==> config.mk <==
export PLATFORM = sky130hd
export DESIGN_NAME = pulse_width_encoder
export DESIGN_NICKNAME = d
export VERILOG_FILES = /design/src/rtl/temporal_pkg.sv /design/src/rtl/pulse_width_encoder_gamma_counter.sv /design/src/rtl/pulse_width_encoder.sv
export SDC_FILE = /design/constraint.sdc
export NUM_CORES = 1
export LEC_CHECK = 0
export ABC_AREA = 1
export CORE_MARGIN = 10
export CORE_UTILIZATION = 40
export CTS_BUF_LIST = sky130_fd_sc_hd__clkbuf_4 sky130_fd_sc_hd__clkbuf_8
export DETAILED_ROUTE_END_ITERATION = 6
export GPL_ROUTABILITY_DRIVEN = 0
export PLACE_DENSITY = 0.63
export RECOVER_POWER = 25
export SYNTH_ARGS = -nofsm -noshare
export SYNTH_HDL_FRONTEND = slang
export SYNTH_SLANG_ARGS = --single-unit
==> constraint.sdc <==
create_clock -name aclk -period 2.42 [get_ports aclk]
set_input_delay 0.484 -clock aclk [delete_from_list [all_inputs] [get_ports aclk]]
set_output_delay 0.484 -clock aclk [all_outputs]
set_load 0.05 [all_outputs]
==> src/rtl/temporal_pkg.sv <==
// Shared defaults, slot type and clamp limit for the race-logic temporal encoders/decoders.
package temporal_pkg;

   localparam int unsigned GAMMA_CYCLE_WIDTH_DEF = 16;
   localparam int unsigned PULSE_WIDTH_DEF       = 8;
   // Slot value field is fixed-width; supports gamma cycles up to 256 aclk cycles.
   localparam int unsigned SLOT_VAL_W            = 8;

   typedef struct packed {
      logic                  vld;
      logic                  null_ev;
      logic [SLOT_VAL_W-1:0] value;
   } enc_slot_t;

   // Largest onset whose pulse still ends inside the gamma cycle.
   function automatic int unsigned maxv(input int unsigned gamma_w, input int unsigned pulse_w);
      return gamma_w - 1 - pulse_w;
   endfunction

endpackage

==> src/rtl/pulse_width_encoder_gamma_counter.sv <==
// Free-running gamma-cycle counter with last-slot flag and registered per-gamma reset.
module gamma_counter
   import temporal_pkg::*;
#(
   parameter int unsigned GAMMA_CYCLE_WIDTH = GAMMA_CYCLE_WIDTH_DEF,
   parameter int unsigned CNT_W             = $clog2(GAMMA_CYCLE_WIDTH)
) (
   input  logic             aclk,
   input  logic             grst,
   output logic [CNT_W-1:0] cnt,
   output logic             at_last,
   output logic             gamma_rst
);

   localparam logic [CNT_W-1:0] LAST = CNT_W'(GAMMA_CYCLE_WIDTH - 1);

   logic [CNT_W-1:0] cnt_n;

   always_comb begin
      at_last = (cnt == LAST);
      cnt_n   = at_last ? '0 : cnt + CNT_W'(1);
   end

   // gamma_rst is registered from the next count so it lines up with cnt == 0.
   always_ff @(posedge aclk or posedge grst) begin
      if (grst) begin
         cnt       <= '0;
         gamma_rst <= 1'b1;
      end else begin
         cnt       <= cnt_n;
         gamma_rst <= (cnt_n == '0);
      end
   end

endmodule

==> src/rtl/pulse_width_encoder.sv <==
// Pulse-width temporal encoder: one fixed-width pulse per gamma cycle at the onset value.
// Build option PW_ENC_FALLING_EN: y idles high and the pulse is driven low.
module pulse_width_encoder
   import temporal_pkg::*;
#(
   parameter int unsigned GAMMA_CYCLE_WIDTH = GAMMA_CYCLE_WIDTH_DEF,
   parameter int unsigned PULSE_WIDTH       = PULSE_WIDTH_DEF,
   parameter int unsigned VAL_W             = $clog2(GAMMA_CYCLE_WIDTH)
) (
   input  logic             aclk,
   input  logic             grst,
   input  logic             in_valid,
   output logic             in_ready,
   input  logic [VAL_W-1:0] in_value,
   input  logic             in_null,
   output logic             y,
   output logic             gamma_rst,
   output logic             overflow,
   output logic             underrun
);

   localparam logic [VAL_W-1:0]      MAXV_V = VAL_W'(maxv(GAMMA_CYCLE_WIDTH, PULSE_WIDTH));
   localparam logic [SLOT_VAL_W-1:0] PW_S   = SLOT_VAL_W'(PULSE_WIDTH);
`ifdef PW_ENC_FALLING_EN
   localparam logic Y_IDLE = 1'b1;
`else
   localparam logic Y_IDLE = 1'b0;
`endif

   logic [VAL_W-1:0]      cnt;
   logic [VAL_W-1:0]      cnt_next;
   logic [SLOT_VAL_W-1:0] cnt_ext;
   logic                  at_last;
   enc_slot_t             next_q, next_n, cur_q, cur_n, in_slot;
   logic                  primed_q, primed_n;
   logic                  accept, pulse_n, underrun_n, overflow_n;

   gamma_counter #(
      .GAMMA_CYCLE_WIDTH(GAMMA_CYCLE_WIDTH),
      .CNT_W            (VAL_W)
   ) u_gamma (
      .aclk     (aclk),
      .grst     (grst),
      .cnt      (cnt),
      .at_last  (at_last),
      .gamma_rst(gamma_rst)
   );

   always_comb begin
      in_ready   = !grst && (!next_q.vld || at_last);
      accept     = in_valid && in_ready;
      overflow_n = accept && !in_null && (in_value > MAXV_V);

      in_slot.vld     = 1'b1;
      in_slot.null_ev = in_null;
      in_slot.value   = '0;
      if (!in_null) begin
         in_slot.value = SLOT_VAL_W'((in_value > MAXV_V) ? MAXV_V : in_value);
      end

      next_n     = next_q;
      cur_n      = cur_q;
      primed_n   = primed_q;
      underrun_n = 1'b0;
      // At the boundary the holding slot is promoted; an empty holding slot lets
      // an input arriving in the last slot bypass straight into the active slot.
      if (at_last) begin
         primed_n = 1'b1;
         if (next_q.vld) begin
            cur_n  = next_q;
            next_n = accept ? in_slot : '0;
         end else if (accept) begin
            cur_n = in_slot;
         end else begin
            cur_n      = '0;
            underrun_n = primed_q;
         end
      end else if (accept) begin
         next_n = in_slot;
      end

      cnt_next = at_last ? '0 : cnt + VAL_W'(1);
      cnt_ext  = SLOT_VAL_W'(cnt_next);
      pulse_n  = cur_n.vld && !cur_n.null_ev &&
                 (cnt_ext > cur_n.value) && (cnt_ext <= cur_n.value + PW_S);
   end

   always_ff @(posedge aclk or posedge grst) begin
      if (grst) begin
         next_q   <= '0;
         cur_q    <= '0;
         primed_q <= 1'b0;
         y        <= Y_IDLE;
         overflow <= 1'b0;
         underrun <= 1'b0;
      end else begin
         next_q   <= next_n;
         cur_q    <= cur_n;
         primed_q <= primed_n;
         y        <= pulse_n ^ Y_IDLE;
         overflow <= overflow_n;
         underrun <= underrun_n;
      end
   end

endmodule

==> out/results.tsv <==
metric	value	unit
status	complete, no violations	
DPL Wire Length	2060	um
Worst setup EP type	flop	
Final Setup Violations	0	
largest net degree at the start of global routing	24	
fin crit period	2.31	ns
Final Slew Violations	0	
drt drc	0	
maximum fanout along the worst path	6	
Avg Cell Area, Syn	8.51	um2
Worst Skew	0.00174	ns
CP startpoint	u_gamma.cnt[0]$_DFF_PP0_	
core area	0.00310	mm2
Slew @ Worst Pin	0.513	ns
post-route ant nets	0	
CTS tree	built	
CTS root buf	clkbuf_4	
post-synthesis sequential area ratio	47.2	%
fin nets	197	
CTS sink cnt	25	
Peak Freq	0.433	GHz
r2r setup slk	0.11	ns
first-pass GRT wire length	4370	um
DIE WIDTH	77.6	um
arrival time worst endpoint	2.56	ns
Max VDD drop	190	uV
Avg Vias per Cell	4.77	
H-tree levels	1	
TritonRoute pass-1 iters	4	
worst setup path end	y$_DFF_PP0_	
initial antenna violation count	0	
Leakage	0.827	nW
IO Port Bufs	12	
syn nets	171	
Pwr Density	578	mW/mm2
GRT Util Overall	8.45	%
CTS Buffer Depth	2	
number of diodes	0	
type of the worst min-delay path	flop to flop	
Starting Density	42.8	%
layout cells sized above 1	21.5	%
synthesized instance count	156	
Area growth, synth to finish	24.2	%
row cnt	20	
gr ovfl total	0	
routed vias	1073	
Yosys cell types	27	
reg2reg start	u_gamma.cnt[0]$_DFF_PP0_	
final hold violations	0	
area of the multi-input gates	612	um2
R2R depth	13	
Data required, critical path	2.67	ns
Setup Slack @ Placement	0.00124	ns
wire per inst	12.0	um
CP Class	flop to flop	
Filler cells	324	
Ports	13	
worst r2r dst	y$_DFF_PP0_	
Starting DRT DRC Count	54	
post-route clock period utilization	95.5	%
Max-cap violations	0	
vias in the first global route	1031	
Syn. warnings	0	
setup TNS	0	ns
synthesized flop and latch total	25	
clk_lat worst skew	0.32	ns
Reg area	627	um2
setup ws final	0.108	ns
die footprint	0.00602	mm2
crit start category	flop	
die height	77.6	um
Rel. slew slack	65.7	%
Hold Path Origin	primed_q$_DFFE_PP0N_	
Reg clk slew, reported paths	0.13	ns
final WL	2700	um
Cell Area, Synth	0.00133	mm2
total CTS buffers	3	
-- layer usage --
| metal | global-route usage [%] | vias up | wire length (um) |
|---|---|---|---|
| met5 | 0 | - | 0 |
| met3 | 1.96 | 5 | 97 |
| met4 | 2.55 | 0 | 30 |
| li1 | - | 548 | - |
| met2 | 14.8 | 14 | 1340 |
| met1 | 9.97 | 506 | 1230 |
-- final cells by class --
type                    instances  area share, %
multi-input cells              98           37.1
flip-flops and latches         25           38.0
well taps                      44           3.34
repair buffers                 23           12.7
inverters                      31           7.06
clock buffers                   4           1.82
-- cells in the mapped netlist (all sizes together) --
cell type  count  share of area, %
nand2         30               8.7
inv           28               7.9
dfrtp         24                45
nor2          19               6.1
nand3         12               4.9
o21ai          8               3.0
ha             7               6.6
a21oi          4               2.4
nand4          4               1.9
o21bai         4               2.3
a31oi          3               1.4
clkinv         3              0.85
buf            2               1.7
nor3           2               1.6
a21boi         1              0.85
dfstp          1               2.0
nand3b         1              0.57
nor3b          1              0.94
o22ai          1              0.47
xor2           1              0.66
-- where the power goes --
group / leakage [nW] / total [mW] / internal (mW) / switching [mW]
sequential: 0.322 / 0.480 / 0.463 / 0.0175
clock: 0.0184 / 0.196 / 0.0757 / 0.120
combinational: 0.487 / 0.277 / 0.115 / 0.163
total: 0.827 / 0.953 / 0.653 / 0.300
-- logic make-up (layout without fill, tap and decap cells) --
logic type               count (synthesis)  after routing  share of synthesized area [%]
flip-flops                              25             25                           47.2
XOR/XNOR                                 1              1                          0.660
AND/OR/NAND/NOR                         69             69                           24.7
adder cells (fa/ha/maj)                  7              7                           6.60
AO/OA/AOI/OAI                           21             21                           10.4
buffers and inverters                   33             58                           10.5
-- per-stage QoR --
step / hold slack (ns) / power [mW] / utilization, % / area [um2] / instances
2_1_floorplan: 0.422 / 0.665 / - / 1330 / 156
3_3_place_gp: 0.438 / 0.739 / 49.7 / 1540 / 217
3_5_place_dp: 0.442 / 0.750 / 49.7 / 1540 / 217
4_1_cts: 0.474 / 0.947 / 50.7 / 1570 / 221
5_1_grt: 0.493 / 1.01 / 53.1 / 1650 / 225
6_report: 0.465 / 0.953 / 53.1 / 1650 / 225
-- critical path: stages (launching register included) --
cell and delay, ns:
dfrtp_1 0.42, ha_4 0.16, nand3_4 0.15, nand2_4 0.12, inv_2 0.05, nor3_4 0.28, a31oi_2 0.14, ha_1 0.36
inv_1 0.05, nor2_1 0.08, a21oi_1 0.08, nor2_1 0.12, nand3_1 0.09, nor2_1 0.15
-- cells in the final DEF (no fill, tap or decap), types with 2 or more instances in the layout --
cell             instances
clkinv_1                 2
ha_1                     5
ha_4                     2
clkdlybuf4s50_1         10
a31oi_1                  2
a21oi_1                  2
nand4_1                  4
o21bai_1                 4
dfrtp_1                 24
clkbuf_4                 4
inv_2                   10
nor2_1                  17
buf_4                   10
nand3_1                 11
inv_1                   19
nand2_1                 28
o21ai_1                  8
-- sequential cells by signal, summed over array words and instances (netlist names) --
register / flops
primed_q: 1
cur_q: 10
next_q: 6
overflow: 1
underrun: 1
u_gamma.cnt: 4
u_gamma.gamma_rst: 1
y: 1
-- worst min path at each step --
stage | endpoint | slack, ns | cells past startpoint
2_1_floorplan | primed_q$_DFFE_PP0N_ | 0.42 | 2
3_3_place_gp | primed_q$_DFFE_PP0N_ | 0.44 | 2
4_1_cts | primed_q$_DFFE_PP0N_ | 0.47 | 2
6_report | primed_q$_DFFE_PP0N_ | 0.46 | 2
3_5_place_dp | primed_q$_DFFE_PP0N_ | 0.44 | 2
5_1_grt | primed_q$_DFFE_PP0N_ | 0.49 | 2
-- repair_timing --
item,CTS,global route
endpoints found under the hold margin,0,0
gates resized for setup,0,9
hold buffers,0,0
buffers inserted,0,4
setup endpoints to repair,0,1
Note: power is estimated with default switching activity, not from simulation.
==> variant 1 (config.mk and constraints unchanged) <==
The option `PW_ENC_FALLING_EN` is turned on by a define.
--- a/src/rtl/pulse_width_encoder.sv
+++ b/src/rtl/pulse_width_encoder.sv
@@ -1,5 +1,7 @@
 // Pulse-width temporal encoder: one fixed-width pulse per gamma cycle at the onset value.
 // Build option PW_ENC_FALLING_EN: y idles high and the pulse is driven low.
+`define PW_ENC_FALLING_EN
+
 module pulse_width_encoder
    import temporal_pkg::*;
 #(
Function: changed (Yosys sat finds a counterexample within 4 cycles, from zero or initial values and one cycle with grst high).
==> variant 1 against the original RTL <==
  * Worst setup slack gained 0.041 ns
  * Wire length shrank 4.4%
  * Sequential cell count is the same
  * Cell area shrank 1.2%
  * Total power shrank 0.52%
  * Critical path depth grew 4
  * Area after synthesis shrank 5.1%
  * Final cell count shrank 1.8%
  * Via count shrank 2.8%
==> variant 1: results (changes against the original RTL) <==
- # diodes: 0 (unchanged)
- Slew HR: 66.3% (+0.61 points)
- Status: finished clean
- Placed Area: 0.00148 mm^2 (-4.0%)
- Avg Cell Area, Syn: 8.24 um^2 (-3.2%)
- Clock tree buffer depth: 2 (unchanged)
- Vias in the first global route: 1062 (+3.0%)
- Met2 usage: 15.2% (+0.46 points)
- Vias per cell: 4.72 (-1.0%)
- Critical path fanouts, max: 7 (+1)
- Peak supply drop: 0.000372 V (+95%)
- Initial DRC count: 97 (+80%)
- Hpwl dp: 1940 um (-5.9%)
- Cells after DPL: 213 (-1.8%)
- Gr usage total: 9.58% (+1.1 points)
- Post-synthesis sequential area ratio: 49.9% (+2.6 points)
- First-pass GRT wire length: 4640 um (+6.1%)
- CP top delay family: simple AND/OR/NAND/NOR gates
- Final Skew: 0.0121 ns (+0.0104 ns)
- M3 GR Usage: 3.30% (+1.3 points)
- DP Worst Slack: -0.0799 ns (-0.0811 ns)
- Number of buffers created by CTS: 3 (unchanged)
- WP data arrival: 2.55 ns (about the same)
- Synth area leaders: dfrtp_1 46%, nand2_1 12%, ha_1 7.0%
- Share of cells above drive strength 1: 21.5% (-0.078 points)
- Crit path largest cell delay: 0.42 ns (about the same)
- Total wire length: 2580 um (-4.4%)
- Clk slew on worst S/H paths: 0.13 ns (about the same)
- Via count: 1043 (-2.8%)
- Post-synth top cells: 39 x nand2_1, 23 x dfrtp_1, 23 x inv_1
- Post-synth cell types: 22 (-19%)
- Fill count: 271 (-16%)
- 1st-pass router iterations: 4 (unchanged)
- Worst-Skew Late Latency: 0.32 ns (about the same)
- Nets: 193 (-2.0%)
- Largest regs: cur_q: 10 flops, next_q: 6 flops, u_gamma.cnt: 4 flops
- Leakage: 0.000868 uW (+4.9%)
- IO Port Bufs: 12 (unchanged)
- Synth Net Count: 168 (-1.8%)
- Largest net degree at the start of global routing: 26 (+8.3%)
- Met1 Use GR: 11.5% (+1.5 points)
-- variant 1: changes by cell type in the layout (fill, tap and decap cells not counted), moves of 2 or more --
| cell | change |
|---|---|
| a21oi_1 | +2 |
| a31oi_1 | -2 |
| clkinv_1 | -2 |
| inv_2 | -7 |
| nand2_1 | +7 |
| nand2_2 | +3 |
| nand3_2 | +4 |
| nor2_1 | +2 |
| o21ai_0 | +5 |
| o21ai_1 | -8 |
| o21bai_1 | -4 |
-- variant 1: report_power, final --
| part | switching, uW | total [uW] | internal (uW) |
|---|---|---|---|
| logic | 154 | 267 | 113 |
| registers | 20.3 | 487 | 467 |
| clock network | 118 | 194 | 75.7 |
-- variant 1: kinds of logic (layout without fill, tap and decap cells) --
kind of cell	after synthesis	after routing	synth area share [%]
and+or+nand+nor	84	84	30.2
DFF	25	25	49.9
adders and majority gates	7	7	6.95
AOI/OAI and AO/OA	11	11	4.77
xor gates and xnor gates	1	1	0.695
buffers and inverters	25	49	7.55
-- variant 1: path summary, 6_finish.rpt --
kind                            cells past startpoint  endpoint           start  slack, ns
worst min-delay path                                2  primed_q        primed_q       0.47
worst max-delay path                               17         y  u_gamma.cnt[1]       0.15
max in group asynchronous                           4         y            grst       1.37
worst min register to register                      2  primed_q        primed_q       0.47
worst max register to register                     17         y  u_gamma.cnt[1]       0.15
min in group asynchronous                           4  overflow            grst       0.76
-- variant 1: worst register-to-register path, cell delays in order, from the launching register on --
cell and delay, ns:
dfrtp_1 0.42, ha_4 0.18, nand3_4 0.12, nand2_2 0.11, inv_2 0.05, nor3_4 0.26
nand3_1 0.13, nand3_2 0.10, inv_2 0.05, ha_4 0.26, nand2_2 0.04, nand2_2 0.07
nand2_2 0.05, nand2_1 0.05, nand3_1 0.07, nor2_1 0.11, nand3_1 0.08, nand2_1 0.07
-- variant 1: area by class of cell --
type                    instances  area, um^2  area share [%]
multi-input cells             103         624            38.3
repair buffers                 22         205            12.6
clock buffers                   4        30.0            1.84
well taps                      44        55.1            3.38
flip-flops and latches         25         628            38.6
inverters                      23        86.3            5.30
-- variant 1: metrics by stage --
step,total power [uW],hold WS [ns],TNS [ns]
floorplan,650,0.423,0
global placement,721,0.437,0
detailed placement,724,0.442,-0.0799
CTS,924,0.474,0
global route,1020,0.521,-0.0795
finish,948,0.468,0
-- variant 1: routing by layer --
layer  wire length, um  share of wire, %  vias to the layer above
met5                 0                 0                        -
met4                19              0.74                        0
met3               140               5.4                        2
met2              1190                46                       33
met1              1230                48                      474
li1                  -                 -                      534
-- variant 1: timing repair --
action                     CTS  global route
buffers inserted             0             4
hold endpoints to repair     0             0
pin swaps                    0            13
resized for setup            2            19
setup endpoints to repair    1             1
==> variant 2 (config.mk and constraints unchanged) <==
Made on the original files. Register the output `overflow` once more; this adds one clock of latency there. The other outputs are not delayed to match.
--- a/src/rtl/pulse_width_encoder.sv
+++ b/src/rtl/pulse_width_encoder.sv
@@ -21,6 +21,8 @@
 
    localparam logic [VAL_W-1:0]      MAXV_V = VAL_W'(maxv(GAMMA_CYCLE_WIDTH, PULSE_WIDTH));
    localparam logic [SLOT_VAL_W-1:0] PW_S   = SLOT_VAL_W'(PULSE_WIDTH);
+
+   logic overflow_s0;
 `ifdef PW_ENC_FALLING_EN
    localparam logic Y_IDLE = 1'b1;
 `else
@@ -91,17 +93,21 @@
          cur_q    <= '0;
          primed_q <= 1'b0;
          y        <= Y_IDLE;
-         overflow <= 1'b0;
+         overflow_s0 <= 1'b0;
          underrun <= 1'b0;
       end else begin
          next_q   <= next_n;
          cur_q    <= cur_n;
          primed_q <= primed_n;
          y        <= pulse_n ^ Y_IDLE;
-         overflow <= overflow_n;
+         overflow_s0 <= overflow_n;
          underrun <= underrun_n;
       end
    end
 
+   always_ff @(posedge aclk) begin
+      overflow <= overflow_s0;
+   end
+
 endmodule
 
Formal check against the unedited RTL: not equivalent (Yosys sat finds a counterexample within 4 cycles, from zero or initial values and one cycle with grst high).
==> variant 2 against the original RTL <==
  * Die area rose by 1.1%
  * Worst setup slack improved by 0.087 ns
  * Hold slack worse by 0.097 ns
  * Total power is 0.89% higher
  * Clock skew grew 0.0025 ns
  * Wire length is 4.3% lower
  * Clock power grew 3%
  * Sequential share of layout area is 1.3 points higher
  * Sequential cell count up 1
  * Cell area decreased by 0.15%
  * Area after synthesis increased by 1.5%
  * Sequential power is 3% higher
  * First-iteration DRC count shrank 50%
==> variant 2: results (changes against the original RTL) <==
- Status: finished clean
- Switching power: 297 uW (-1.1%)
- Post-synth top cells: 29 x nand2_1, 24 x dfrtp_1, 19 x inv_1
- Crit start category: register
- Largest net degree at the start of global routing: 15 (-38%)
- Share of cells above drive strength 1: 19.3% (-2.2 points)
- Avg WL per Cell: 11.4 um (-5.1%)
- Gr usage total: 8.67% (+0.22 points)
- Number of synthesis warnings: 0 (unchanged)
- Main synth FF type: dfrtp_1
- Fill count: 330 (+1.9%)
- FFs w/ async S/R, synth: 96.2% (-3.8 points)
- First-pass GRT wire length: 4460 um (+2.1%)
- Fin crit period: 2.23 ns (-0.0868 ns)
- Worst-Skew Late Latency: 0.31 ns
- Synth area leaders: dfrtp_1 45%, nand2_1 8.1%, ha_1 6.5%
- DR top layer: met4
- Met2 usage: 15.7% (+0.95 points)
- Hpwl dp: 2070 um (+0.66%)
- Post-synth cell types: 28 (+3.7%)
- M3 GR Usage: 2.39% (+0.43 points)
- Critical path fanouts, max: 9 (+3)
- Met3 wire length: 118 um (+22%)
- Num rows: 21 (+5.0%)
- WP data arrival: 2.48 ns (-0.08 ns)
- Initial DRC count: 27 (-50%)
- Metal2 WL: 1300 um (-2.8%)
- Seq pwr share: 51.5% (+1.1 points)
- Clock root cell: clkbuf_4
- Met1 Use GR: 9.44% (-0.53 points)
- Nets: 197 (unchanged)
- Leakage: 0.000836 uW (+1.1%)
- Internal reg-to-reg setup slack: 0.19 ns (+0.09 ns)
- Worst min path class: register to register
- Largest regs: cur_q: 10 flops, next_q: 6 flops, u_gamma.cnt: 4 flops
- Final Skew: 0.00425 ns (+0.00251 ns)
- Pwr Density: 584 mW/mm^2 (+1.0%)
- IO Port Bufs: 12 (unchanged)
- Slew HR: 61.4% (-4.2 points)
- Post-synthesis sequential area ratio: 48.0% (+0.78 points)
- Synth Net Count: 172 (+0.58%)
- CP Capture Type: register
- Number of buffers created by CTS: 3 (unchanged)
- DP Worst Slack: -0.0528 ns (-0.0540 ns)
- Via count: 1052 (-2.0%)
- Reg2reg path depth: 14 (+1)
- DRT met1 WL: 1140 um (-8.0%)
- Critical register-to-register path endpoint: y
- Reg-to-Reg Start: u_gamma.cnt[0]
- Clk slew on worst S/H paths: 0.14 ns
- Htree depth: 1 (unchanged)
- Peak supply drop: 0.000291 V (+53%)
- # diodes: 0 (unchanged)
- P_clk: 201 uW (+3%)
-- variant 2: cell count changes after synthesis --
cell and delta:
dfxtp_1 +1
-- variant 2: kinds of logic after synthesis --
family,Yosys count,synth area share [%]
simple gates,69,24.3
buf+inv,33,10.3
flops,26,48.0
compound gates,21,10.2
fa+ha+maj,7,6.50
xor+xnor,1,0.650
-- variant 2: worst min path at each step --
stage                           start  endpoint  slack [ns]  cells after the start
after floorplan           overflow_s0  overflow        0.32                      0
after global placement    overflow_s0  overflow        0.33                      0
after detailed placement  overflow_s0  overflow        0.33                      0
after CTS                 overflow_s0  overflow        0.37                      0
after global routing      overflow_s0  overflow        0.38                      0
final                     overflow_s0  overflow        0.37                      0
-- variant 2: stage by stage --
stage | hold WS, ns | area, um^2 | setup TNS [ns] | cells
finish | 0.368 | 1650 | 0 | 227
CTS | 0.367 | 1610 | 0 | 226
global placement | 0.331 | 1580 | 0 | 222
floorplan | 0.324 | 1350 | 0 | 157
global route | 0.378 | 1650 | -0.0105 | 227
detailed placement | 0.329 | 1580 | -0.0528 | 222
-- variant 2: critical path: stages, from the launching register on --
cell,delay (ns)
dfrtp_1,0.43
ha_4,0.17
nand3_2,0.12
buf_6,0.18
nor2_4,0.10
inv_2,0.08
o21ai_2,0.14
a31oi_1,0.08
ha_1,0.36
inv_1,0.05
nor2_1,0.08
a21oi_1,0.08
nor2_1,0.12
nand3_1,0.10
nor2_1,0.10
-- variant 2: area by class of cell --
class | count | share of cell area [%]
repair buffers | 22 | 12.7
multi-input cells | 98 | 35.6
clock buffers | 4 | 1.82
inverters | 31 | 7.07
well taps | 46 | 3.50
flip-flops and latches | 26 | 39.3
-- variant 2: timing repair --
action | in CTS | in global routing
setup endpoints to repair | 0 | 1
setup buffers | 0 | 1
hold buffers | 0 | 0
resized for setup | 0 | 7
